--- src/rtl/mmu_page_walker.sv ---
// Two-level Sv32-style hardware page-table walker.
// Single outstanding PTE read; returns a PFN or a page fault.
module mmu_page_walker #(
  parameter int ADDR_WIDTH        = 32,
  parameter int VPN_WIDTH         = 20,
  parameter int PAGE_OFFSET_WIDTH = 12,
  parameter int PTE_WIDTH         = 32
) (
  input  logic                                  clk,
  input  logic                                  rst_n,
  input  logic [ADDR_WIDTH-PAGE_OFFSET_WIDTH-1:0] root_ppn,
  input  logic                                  ptw_req_valid,
  input  logic [VPN_WIDTH-1:0]                  ptw_req_vpn,
  output logic                                  ptw_req_ready,
  output logic                                  ptw_resp_valid,
  output logic [ADDR_WIDTH-PAGE_OFFSET_WIDTH-1:0] ptw_resp_pfn,
  output logic                                  ptw_resp_fault,
  input  logic                                  ptw_resp_ready,
  output logic                                  mem_req_valid,
  output logic [ADDR_WIDTH-1:0]                 mem_req_addr,
  input  logic                                  mem_req_ready,
  input  logic                                  mem_resp_valid,
  input  logic [PTE_WIDTH-1:0]                  mem_resp_data,
  input  logic                                  mem_resp_err
);

  localparam int PFN_W = ADDR_WIDTH - PAGE_OFFSET_WIDTH;
  localparam int LVL_W = VPN_WIDTH / 2;

  typedef enum logic [2:0] {
    S_IDLE,
    S_L1_REQ,
    S_L1_WAIT,
    S_L2_REQ,
    S_L2_WAIT,
    S_RESP
  } state_t;

  state_t             r_state;
  state_t             w_next;
  logic [VPN_WIDTH-1:0] r_vpn;
  logic [PFN_W-1:0]   r_root;
  logic [PFN_W-1:0]   r_pte_ppn;
  logic [PFN_W-1:0]   r_pfn;
  logic               r_fault;

  logic [PFN_W-1:0]   w_pte_ppn;
  logic               w_pte_v;
  logic               w_pte_l;
  logic               w_l1_fault;
  logic               w_l2_fault;
  logic               w_unused;

  assign w_pte_ppn  = mem_resp_data[PAGE_OFFSET_WIDTH +: PFN_W];
  assign w_pte_v    = mem_resp_data[0];
  assign w_pte_l    = mem_resp_data[1];
  assign w_unused   = &{1'b0, mem_resp_data[PAGE_OFFSET_WIDTH-1:2]};
  // Superpages are unsupported, so a level-1 leaf is a fault.
  assign w_l1_fault = mem_resp_err | ~w_pte_v | w_pte_l;
  assign w_l2_fault = mem_resp_err | ~w_pte_v | ~w_pte_l;

  always_ff @(posedge clk or negedge rst_n) begin
    if (!rst_n) begin
      r_state   <= S_IDLE;
      r_vpn     <= '0;
      r_root    <= '0;
      r_pte_ppn <= '0;
      r_pfn     <= '0;
      r_fault   <= 1'b0;
    end else begin
      r_state <= w_next;
      unique case (r_state)
        S_IDLE: begin
          if (ptw_req_valid) begin
            r_vpn   <= ptw_req_vpn;
            r_root  <= root_ppn;
            r_pfn   <= '0;
            r_fault <= 1'b0;
          end
        end
        S_L1_WAIT: begin
          if (mem_resp_valid) begin
            r_pte_ppn <= w_pte_ppn;
            r_pfn     <= '0;
            r_fault   <= w_l1_fault;
          end
        end
        S_L2_WAIT: begin
          if (mem_resp_valid) begin
            r_pfn   <= w_l2_fault ? '0 : w_pte_ppn;
            r_fault <= w_l2_fault;
          end
        end
        default: ;
      endcase
    end
  end

  always_comb begin
    w_next         = r_state;
    ptw_req_ready  = 1'b0;
    ptw_resp_valid = 1'b0;
    mem_req_valid  = 1'b0;
    mem_req_addr   = '0;
    unique case (r_state)
      S_IDLE: begin
        ptw_req_ready = 1'b1;
        if (ptw_req_valid) w_next = S_L1_REQ;
      end
      S_L1_REQ: begin
        mem_req_valid = 1'b1;
        mem_req_addr  = {r_root, r_vpn[VPN_WIDTH-1 -: LVL_W], 2'b00};
        if (mem_req_ready) w_next = S_L1_WAIT;
      end
      S_L1_WAIT: begin
        if (mem_resp_valid) w_next = w_l1_fault ? S_RESP : S_L2_REQ;
      end
      S_L2_REQ: begin
        mem_req_valid = 1'b1;
        mem_req_addr  = {r_pte_ppn, r_vpn[LVL_W-1:0], 2'b00};
        if (mem_req_ready) w_next = S_L2_WAIT;
      end
      S_L2_WAIT: begin
        if (mem_resp_valid) w_next = S_RESP;
      end
      S_RESP: begin
        ptw_resp_valid = 1'b1;
        if (ptw_resp_ready) w_next = S_IDLE;
      end
      default: w_next = S_IDLE;
    endcase
  end

  assign ptw_resp_pfn   = r_pfn;
  assign ptw_resp_fault = r_fault;

endmodule

--- config.mk ---
export PLATFORM = sky130hd
export DESIGN_NAME = mmu_page_walker
export DESIGN_NICKNAME = d
export VERILOG_FILES = /design/src/rtl/mmu_page_walker.sv
export SDC_FILE = /design/constraint.sdc
export NUM_CORES = 1
export LEC_CHECK = 0
export ABC_AREA = 1
export CAP_MARGIN = 20
export CORE_MARGIN = 4
export CORE_UTILIZATION = 45
export CTS_CLUSTER_SIZE = 10
export DETAILED_ROUTE_END_ITERATION = 10
export HOLD_SLACK_MARGIN = 0.08
export PLACE_DENSITY = 0.79
export RECOVER_POWER = 25
export SETUP_SLACK_MARGIN = 0.4
export SYNTH_ARGS = -nofsm -noshare
export SYNTH_HDL_FRONTEND = slang
export SYNTH_SLANG_ARGS = --single-unit
--- constraint.sdc ---
create_clock -name clk -period 2.6 [get_ports clk]
set_clock_uncertainty 0.1 [all_clocks]
set_input_delay 0.39 -clock clk [delete_from_list [all_inputs] [get_ports clk]]
set_output_delay 0.39 -clock clk [all_outputs]
set_load 0.02 [all_outputs]
==> qor.yml <==
drive_above_1_share: 0.124
cts.htree.levels: 3
wire_per_inst_um: 15.5
power_report.internal_total_w: 0.00324
reg2reg_slack_ns: 0.61
worst_hold_path.num_cells: 2
yosysWarnings: 0
io_buffers: 122
ys_dominant_reg_cell: "sky130_fd_sc_hd__dfrtp_1"
grt_antenna_before_repair: 0
crit_arrival_ns: 1.62
worst_ir_drop_vdd_v: 0.000553
crit_path_start: "r_state[2]$_DFFE_PN0P_"
slew_headroom: 0.270
crit_path_max_incr_delay_ns: 0.43
finalHoldViolations: 0
detail_route.first_pass.iterations: 5
slowest_stage: "sky130_fd_sc_hd__dfrtp_2"
final_antenna_net_count: 0
filler_cells_inserted: 761
switching_share: 0.436
grt_usage: 0.221
netlist-cell-type-count: 23
grt_pass1_wl_um: 18500
drt_first_iter_violations: 203
gpl.final_weighted_congestion: 0.835
dpl.cell_count: 734
layout.nets: 726
floorplan.initialDensity: 0.465
worstSetupEndpointType: "output port"
leakage_nw: 2.96
cap_violations: 0
route.vias.total: 3957
cp.required_ns: 2.11
worst-r2r-cell-count: 6
fin_tns_setup_ns: 0
type_of_the_worst_min_delay_path: "flop to flop"
die_height_um: 103
maxSlewViolCount: 0
syn_area_per_cell_um2: 7.67
max_clock_buf_depth: 2
synth_area_um2: 4070
cp-start-kind: "flop"
outcome: "complete, no violations"
switchingPower_w: 0.00250
finish.cell_count_without_fillers: 760
io_pins: 135
area_growth_pct: 36.6
placement_rows: 34
gr-total-overflow: 0
power_frac_clock: 0.142
die_outline_area_um2: 10600
timing.critical_path.cells: "inv_4, nand2_1, inv_4, buf_4, buf_16, nand3_1, nand2_1, buf_2"
synth-edff-count: 0
detailed_route_wire_length_um: 11700
clock_slew_at_the_register_clock_pins_of_the_worst_setup_and_hold_paths_ns: 0.08
postSynthRegisterBits: 84
final.period_utilization: 0.812
fmax_mhz: 474
unrepaired_setup_endpoints_after_global_routing: "yes"
crit-reg2reg-launch: "r_state[1]$_DFFE_PN0P_"
postSynth.asyncResetShare: 1.00
tightestPinTransition_ns: 1.09
tritoncts: "done"
clkSinkCount: 84
power_density_nw_per_um2: 1030
timing.final.crit_period_ns: 2.11
critical_path_peak_fanout: 15
power.share.sequential: 0.369
synth_seq_area_share: 0.516
worst_skew_pair.late_latency_ns: 0.33
root_buffer: "sky130_fd_sc_hd__clkbuf_8"
setup_viol: 0
syn_inst: 531
pin_count_of_the_biggest_net_entering_global_routing: 44
drc_violations_left: 0
cts_buf_count: 9
crit_type: "flop to output port"
n_antenna_cell: 0
detailed_place_hpwl_um: 7900
number_of_global_route_vias_before_repair: 3785
via_per_inst: 5.21
relative_contribution_of_combinational_cells_to_total_power: 0.488
r2r_end: "ptw_resp_pfn[11]$_DFFE_PN0P_"
worst_setup_path_endpoint: "mem_req_addr[3]"
core_um2: 8760
chipWidth_um: 103
## per-layer routing
| metal | GRT usage | part of all wire |
|---|---|---|
| met1 | 0.309 | 0.43 |
| met5 | 0 | 0 |
| met2 | 0.353 | 0.49 |
| met3 | 0.0352 | 0.077 |
| met4 | 0.0727 | 0.012 |
## worst max-delay path: cells and delay by family, from the launching register on
kind | cells | cell delay, ns
AND/OR/NAND/NOR | 3 | 0.25
buffers and inverters | 5 | 0.61
flip-flops | 1 | 0.43
## final cells by class
| class | instances | area [um2] | share of cell area |
|---|---|---|---|
| clock buffers | 13 | 149 | 0.0268 |
| clock inverters | 3 | 22.5 | 0.00405 |
| inverters | 30 | 124 | 0.0223 |
| multi-input cells | 378 | 1660 | 0.299 |
| flip-flops and latches | 84 | 2110 | 0.379 |
| well taps | 108 | 135 | 0.0243 |
| repair buffers | 144 | 1360 | 0.245 |
## worst min-delay path by stage
| stage | start | end |
|---|---|---|
| floorplan | rst_n | ptw_resp_fault$_DFFE_PN0P_ |
| global placement | rst_n | r_root[17]$_DFFE_PN0P_ |
| detailed placement | rst_n | r_root[18]$_DFFE_PN0P_ |
| CTS | r_vpn[19]$_DFFE_PN0P_ | r_vpn[19]$_DFFE_PN0P_ |
| global route | r_root[1]$_DFFE_PN0P_ | r_root[1]$_DFFE_PN0P_ |
| finish | r_vpn[13]$_DFFE_PN0P_ | r_vpn[13]$_DFFE_PN0P_ |
## what timing repair did
action,in CTS,in global routing
gates cloned,2,1
resized for setup,119,16
hold buffers,1,0
pin swaps,0,1
buffers inserted,3,3
endpoints found under the setup margin,33,32
hold endpoints to repair,42,0
## cells in the mapped netlist (2+ instances only)
library cell	count	area (um2)
sky130_fd_sc_hd__o21ai_0	45	225
sky130_fd_sc_hd__buf_4	5	37.5
sky130_fd_sc_hd__o21bai_1	2	15.0
sky130_fd_sc_hd__dfrtp_1	84	2100
sky130_fd_sc_hd__nor2_1	24	90.1
sky130_fd_sc_hd__nand3_2	2	20.0
sky130_fd_sc_hd__buf_2	21	105
sky130_fd_sc_hd__nand2_1	190	713
sky130_fd_sc_hd__nor2_4	2	22.5
sky130_fd_sc_hd__inv_2	4	15.0
sky130_fd_sc_hd__nand2_2	2	12.5
sky130_fd_sc_hd__inv_1	26	97.6
sky130_fd_sc_hd__clkbuf_1	9	33.8
sky130_fd_sc_hd__clkbuf_2	2	10.0
sky130_fd_sc_hd__buf_1	3	11.3
sky130_fd_sc_hd__nand3_1	103	515
## power by group through the flow
| stage | Clock, W | Sequential [W] | Combinational (W) |
|---|---|---|---|
| floorplan | 0 | 0.00206 | 0.00171 |
| global placement | 0 | 0.00210 | 0.00259 |
| detailed placement | 0 | 0.00212 | 0.00267 |
| CTS | 0.000838 | 0.00210 | 0.00271 |
| global route | 0.000894 | 0.00217 | 0.00311 |
| finish | 0.000819 | 0.00212 | 0.00281 |
## state kept, by name (all words and copies together) (netlist names)
name            cells
ptw_resp_fault      1
ptw_resp_pfn       20
r_pte_ppn          20
r_root             20
r_state             3
r_vpn              20
## kinds of logic (layout without fill, tap and decap cells)
| kind of cell | after synthesis | after routing | synth area share |
|---|---|---|---|
| buf+inv | 70 | 190 | 0.0762 |
| simple gates | 328 | 328 | 0.346 |
| flops | 84 | 84 | 0.516 |
| compound gates | 48 | 48 | 0.0602 |
| other cells | 1 | 2 | 0.000921 |
## metrics by stage
step | util | cell area, um2 | hold WS, ns | total power, W | setup WS, ns
2_1_floorplan | - | 4080 | -0.00559 | 0.00377 | 0.922
3_3_place_gp | 0.612 | 5360 | 0.319 | 0.00469 | 0.324
3_5_place_dp | 0.612 | 5360 | 0.319 | 0.00479 | 0.276
4_1_cts | 0.630 | 5520 | 0.378 | 0.00565 | 0.340
5_1_grt | 0.635 | 5560 | 0.399 | 0.00617 | 0.388
6_report | 0.635 | 5560 | 0.376 | 0.00575 | 0.488
## cells in the final DEF, fill, tap and decap left out, types with 3 or more instances in the layout
cell type,instances
sky130_fd_sc_hd__nand2_1,190
sky130_fd_sc_hd__nand3_1,103
sky130_fd_sc_hd__clkdlybuf4s50_1,88
sky130_fd_sc_hd__dfrtp_1,81
sky130_fd_sc_hd__o21ai_0,45
sky130_fd_sc_hd__inv_1,25
sky130_fd_sc_hd__nor2_1,24
sky130_fd_sc_hd__buf_2,20
sky130_fd_sc_hd__buf_4,18
sky130_fd_sc_hd__clkbuf_8,10
sky130_fd_sc_hd__clkbuf_2,5
sky130_fd_sc_hd__clkinvlp_4,4
sky130_fd_sc_hd__buf_12,4
sky130_fd_sc_hd__inv_4,3
sky130_fd_sc_hd__clkbuf_1,3
sky130_fd_sc_hd__dfrtp_2,3
No activity file was read; power rests on OpenSTA's default activity.
